--- src/rtl/dvma_arbiter.sv ---
// DVMA bus arbiter: NCH channels, fixed or round-robin priority,
// 68k bus request/grant handshake and system-bus deadlock timeout.
module dvma_arbiter #(
    parameter int NCH = 4,
    parameter bit RR  = 1'b1,
    parameter int TMO = 16
) (
    input  logic           CLK,
    input  logic           RESET_n,
    input  logic [NCH-1:0] req,
    input  logic [NCH-1:0] sup,
    input  logic           p_bg,
    input  logic           sas,
    input  logic           sack,
    input  logic           sysb,
    output logic           p_br,
    output logic           p_back,
    output logic [NCH-1:0] grant,
    output logic           p_as,
    output logic           fc1,
    output logic           xhalt,
    output logic           xberr
);

    localparam int IW = $clog2(NCH);

    typedef enum logic [1:0] {
        S_IDLE,
        S_REQ,
        S_OWN,
        S_REL
    } state_t;

    state_t          r_state;
    state_t          w_nxt;
    logic [IW-1:0]   r_owner;
    logic [IW-1:0]   r_ptr;
    logic            r_acked;
    logic [7:0]      r_cnt;
    logic            r_p_br;
    logic            r_p_back;
    logic [NCH-1:0]  r_grant;
    logic            r_p_as;
    logic            r_fc1;
    logic            r_xhalt;
    logic            r_xberr;

    logic            w_any;
    logic            w_found;
    logic [IW-1:0]   w_idx;
    logic [IW-1:0]   w_win;
    logic            w_gnt;
    logic [IW-1:0]   w_own_n;
    logic [NCH-1:0]  w_oh;
    logic            w_in_req;

    assign w_any    = |req;
    assign w_in_req = (r_state == S_REQ);
    assign w_gnt    = w_in_req && w_any && p_bg && !sas;
    assign w_own_n  = w_gnt ? w_win : r_owner;
    assign w_oh     = NCH'(1) << w_own_n;

    // Round-robin scans from the slot after the last owner.
    always_comb begin
        w_win   = '0;
        w_found = 1'b0;
        w_idx   = '0;
        for (int i = 0; i < NCH; i++) begin
            if (RR)
                w_idx = IW'((32'(r_ptr) + 32'(i) + 32'd1) % NCH);
            else
                w_idx = IW'(i);
            if (!w_found && req[w_idx]) begin
                w_found = 1'b1;
                w_win   = w_idx;
            end
        end
    end

    always_comb begin
        w_nxt = r_state;
        unique case (r_state)
            S_IDLE: if (w_any) w_nxt = S_REQ;
            S_REQ: begin
                if (!w_any)
                    w_nxt = S_IDLE;
                else if (w_gnt)
                    w_nxt = S_OWN;
            end
            S_OWN: if (!req[r_owner]) w_nxt = S_REL;
            S_REL: w_nxt = w_any ? S_REQ : S_IDLE;
            default: w_nxt = S_IDLE;
        endcase
    end

    always_ff @(posedge CLK or negedge RESET_n) begin
        if (!RESET_n) begin
            r_state  <= S_IDLE;
            r_owner  <= '0;
            r_ptr    <= IW'(NCH - 1);
            r_acked  <= 1'b0;
            r_cnt    <= '0;
            r_p_br   <= 1'b0;
            r_p_back <= 1'b0;
            r_grant  <= '0;
            r_p_as   <= 1'b0;
            r_fc1    <= 1'b0;
            r_xhalt  <= 1'b0;
            r_xberr  <= 1'b0;
        end else begin
            r_state <= w_nxt;
            if (w_gnt)
                r_owner <= w_win;
            if (r_state == S_REL)
                r_ptr <= r_owner;
            if (w_gnt)
                r_acked <= 1'b0;
            else if (r_state == S_OWN && sack)
                r_acked <= 1'b1;

            r_p_br   <= (w_nxt == S_REQ);
            r_p_back <= (w_nxt == S_OWN);
            r_grant  <= (w_nxt == S_OWN) ? w_oh : '0;
            r_fc1    <= (w_nxt == S_OWN) && sup[w_own_n];
            r_p_as   <= w_gnt ||
                        (r_state == S_OWN && w_nxt == S_OWN &&
                         !sack && !r_acked);

            // Halt/berr hold until the bus strobe is released.
            if (r_xhalt && !sas) begin
                r_xhalt <= 1'b0;
                r_xberr <= 1'b0;
                r_cnt   <= '0;
            end else begin
                r_xberr <= r_xhalt;
                if (!r_xhalt && w_in_req && !w_gnt &&
                    r_cnt == 8'(TMO))
                    r_xhalt <= 1'b1;
                if (w_in_req && w_nxt == S_REQ && sysb)
                    r_cnt <= (r_cnt == 8'(TMO)) ? r_cnt : r_cnt + 8'd1;
                else
                    r_cnt <= '0;
            end
        end
    end

    assign p_br   = r_p_br;
    assign p_back = r_p_back;
    assign grant  = r_grant;
    assign p_as   = r_p_as;
    assign fc1    = r_fc1;
    assign xhalt  = r_xhalt;
    assign xberr  = r_xberr;

endmodule
--- config.mk ---
export PLATFORM = sky130hd
export DESIGN_NAME = dvma_arbiter
export DESIGN_NICKNAME = d
export VERILOG_FILES = /design/src/rtl/dvma_arbiter.sv
export SDC_FILE = /design/constraint.sdc
export NUM_CORES = 1
export LEC_CHECK = 0
export CAP_MARGIN = 10
export CORE_ASPECT_RATIO = 1.25
export CORE_MARGIN = 4
export CORE_UTILIZATION = 40
export CTS_CLUSTER_SIZE = 30
export DETAILED_ROUTE_END_ITERATION = 10
export PLACE_DENSITY = 0.73
export SLEW_MARGIN = 40
export SYNTH_ARGS = -nofsm -noshare
export SYNTH_HDL_FRONTEND = slang
export SYNTH_SLANG_ARGS = --single-unit
--- constraint.sdc ---
create_clock -name CLK -period 2.2 [get_ports CLK]
set_input_delay 0.33 -clock CLK [delete_from_list [all_inputs] [get_ports CLK]]
set_output_delay 0.33 -clock CLK [all_outputs]
set_load 0.01 [all_outputs]
==> results of run 1 <==
-- logic make-up (layout without fill, tap and decap cells) --
family	count (synthesis)	count (layout)	share of synthesized area [%]
AOI/OAI and AO/OA	16	16	10.81
adders and majority gates	2	2	2.079
and+or+nand+nor	51	51	21.93
xor gates and xnor gates	6	6	4.366
buffers and inverters	5	42	1.662
muxes	6	6	6.965
DFF	25	25	52.18
-- state kept, by name, summed over array words and instances, names as in the netlist --
name / count
r_ptr: 2
p_as: 1
p_back: 1
fc1: 1
grant: 4
p_br: 1
xhalt: 1
xberr: 1
r_cnt: 8
r_state: 2
r_owner: 2
r_acked: 1
-- final cells by class --
class                   count  share of cell area, %
well taps                  36                  2.846
inverters                   4                 0.9486
repair buffers             34                  19.76
flip-flops and latches     25                  39.68
multi-input cells          81                  35.10
clock buffers               4                  1.660
-- through the flow --
| step | cells | hold WS [ns] | worst slack (ns) |
|---|---|---|---|
| 2_1_floorplan | 111 | 0.03441 | 0.4192 |
| 3_3_place_gp | 180 | 0.4398 | 0.02190 |
| 3_5_place_dp | 180 | 0.4503 | -0.04207 |
| 4_1_cts | 184 | 0.3769 | 0.3029 |
| 5_1_grt | 184 | 0.3828 | 0.2163 |
| 6_report | 184 | 0.3677 | 0.3022 |
-- path summary, 6_finish.rpt --
check,startpoint,to,slack (ns)
min in group CLK,r_acked$_DFFE_PN0P_,p_as$_DFF_PN0_,0.46
worst max register to register,r_state[1]$_DFF_PN0_,fc1$_DFF_PN0_,0.39
worst min register to register,r_acked$_DFFE_PN0P_,p_as$_DFF_PN0_,0.46
max in group asynchronous,RESET_n,r_ptr[0]$_DFFE_PN1N_,1.54
worst max-delay path,req[3],fc1$_DFF_PN0_,0.30
worst min-delay path,RESET_n,r_cnt[5]$_DFFE_PN0P_,0.37
-- layout by cell type (no fill, tap or decap), types with 2 or more instances in the layout --
cell type / n
o21ai_0: 2
mux2_2: 2
clkbuf_4: 3
xor2_1: 4
inv_1: 4
a21oi_1: 7
clkdlybuf4s50_1: 23
nand3_1: 6
dfstp_2: 2
nand2_1: 9
xnor2_1: 2
nor2b_1: 3
nand2b_1: 2
and2_1: 3
ha_1: 2
mux2i_1: 2
and3_1: 2
buf_4: 11
nor2_1: 17
dfrtp_1: 23
-- routing by layer --
layer,track usage (%),up-vias,part of all wire [%]
met5,0,-,0
met4,3.866,0,0.82
met3,1.862,2,3.2
met2,24.40,12,53
met1,15.70,450,43
li1,-,464,-
-- power breakdown --
| part | total [mW] | switching (mW) | internal (mW) |
|---|---|---|---|
| combinational | 0.331 | 0.145 | 0.186 |
| sequential | 0.600 | 0.0636 | 0.536 |
| clock | 0.196 | 0.125 | 0.0706 |
==> qor.yml, run 1 <==
cells_and_area:
  drive_gt1_share_pct: 16.89
  fillers: 276
  nNetsFinal: 165
  syn_to_final_growth_pct: 31.50
  register_area_um2: 628.1
  n_antenna_cell: 0
  multi_input_area_um2: 555.5
  fin_util_pct: 54.25
  stdcell_area_um2: 1583
sta:
  setup_violations: 0
  slew_headroom_pct: 53.91
  fin_skew_ns: 0.004326
  grt_setup_unrepaired: "no"
  slew_violations: 0
  fmax_mhz: 526.9
  min_period_ns: 1.898
  hold_viol_final: 0
  fin_crit_sh_pct: 86.27
  finalSetupTns_ns: 0
  worst_pin_slew_ns: 0.6907
floorplan:
  io_pins: 24
  die_area_um2: 3956
  fp.dieH_um: 69.33
  start_util_pct: 41.25
  num_rows: 22
  die_w_um: 57.07
  fp.coreArea_um2: 2918
grt:
  grt_pass1_wl_um: 4340
  grt_max_degree: 26
  antenna_found_initial: 0
  grt_pass1_vias: 997
  grt.total_usage_pct: 13.31
  grt_remaining_overflow: 0
clock_tree:
  cts_root_buf: "clkbuf_4"
  cts_tree: "built"
  cts_buffers: 3
  cts_sinks: 25
  hold_buffers: 0
  post_cts_resized: 0
  clockBufferDepth: 2
  clk_latency_ns: 0.30
  cts_setup_buffers: 0
  h-tree-depth: 1
  cts.clk_slew.worst_paths_ns: 0.13
power_and_ir_drop:
  total_power_mw: 1.127
  pwr_density_cell_nw_per_um2: 711.8
  power.leakage_nw: 0.6908
  ir_worst_vdd_mv: 0.4300
setup_path:
  cp.required_ns: 2.40
  critPathTopFamily: "simple AND/OR/NAND/NOR gates"
  path_max_fanout: 5
  path_cells: "clkdlybuf4s50_1 -> or4_4 -> and2_4 -> o32ai_4 -> buf_4 -> mux2i_1 -> o2bb2ai_2"
  reg2reg_depth: 6
  path_buf_inv: 2
  cp-end-kind: "flop"
  critical_path_class: "input pin to flop"
  cpPeakStageDelay_ns: 0.56
  path_depth: 7
  crit_slowest_cell: "or4_4"
  arrival_ns: 2.10
  worst_setup_path_start_kind: "input pin"
detailed_routing:
  wirelength_um: 2324
  drt_iter0_drc: 26
  via_count: 928
  vias_per_cell: 5.043
  drc_errors: 0
  drtPass1Iterations: 4
  postRouteAntennaNets: 0
  wire_per_inst_um: 12.63
yosys:
  yosysWarnings: 0
  netlist_instances: 111
  synth_edf_count: 0
  synthFlopType: "dfrtp_1"
  synth-seq-cells: 25
  synth_cell_types: 36
  synth.cell_area_um2: 1204
  yosys-top-cells-area: "dfrtp_1 (48%), nor2_1 (5.3%), dfstp_2 (4.4%), a21oi_1 (2.9%), xor2_1 (2.9%)"
  synth.avg_cell_area_um2: 10.84
  async_reset_ff_share_pct: 100.0
  synthTopCellsByCount: "dfrtp_1 (23), nor2_1 (17), nand2_1 (9), a21oi_1 (7), nand3_1 (6)"
  yosysSeqAreaShare_pct: 52.18
  netlist.area_leader.share_pct: 47.82
  syn_nets: 127
  synth_largest_area_cell: "dfrtp_1"
  synth_most_common_cell: "dfrtp_1"
run:
  cap_violations: 0
place:
  hpwl_um: 1833
  gp_congestion: 0.8609
  numPortBuffers: 23
  post_dp_cell_area_um2: 1556
outcome:
  status: "completed"
min_path:
  worstHoldPathType: "input pin to asynchronous set/reset pin"
(Power assumes the default switching activity.)
==> run 2, diff against run 1 <==
--- a/config.mk
+++ b/config.mk
@@ -5,14 +5,14 @@
 export SDC_FILE = /design/constraint.sdc
 export NUM_CORES = 1
 export LEC_CHECK = 0
-export CAP_MARGIN = 10
+export CAP_MARGIN = 0
 export CORE_ASPECT_RATIO = 1.25
 export CORE_MARGIN = 4
 export CORE_UTILIZATION = 40
 export CTS_CLUSTER_SIZE = 30
 export DETAILED_ROUTE_END_ITERATION = 10
 export PLACE_DENSITY = 0.73
-export SLEW_MARGIN = 40
+export SLEW_MARGIN = 20
 export SYNTH_ARGS = -nofsm -noshare
 export SYNTH_HDL_FRONTEND = slang
 export SYNTH_SLANG_ARGS = --single-unit
==> results of run 2 <==
Final layout, timing and power as in run 1 (identical DEF).
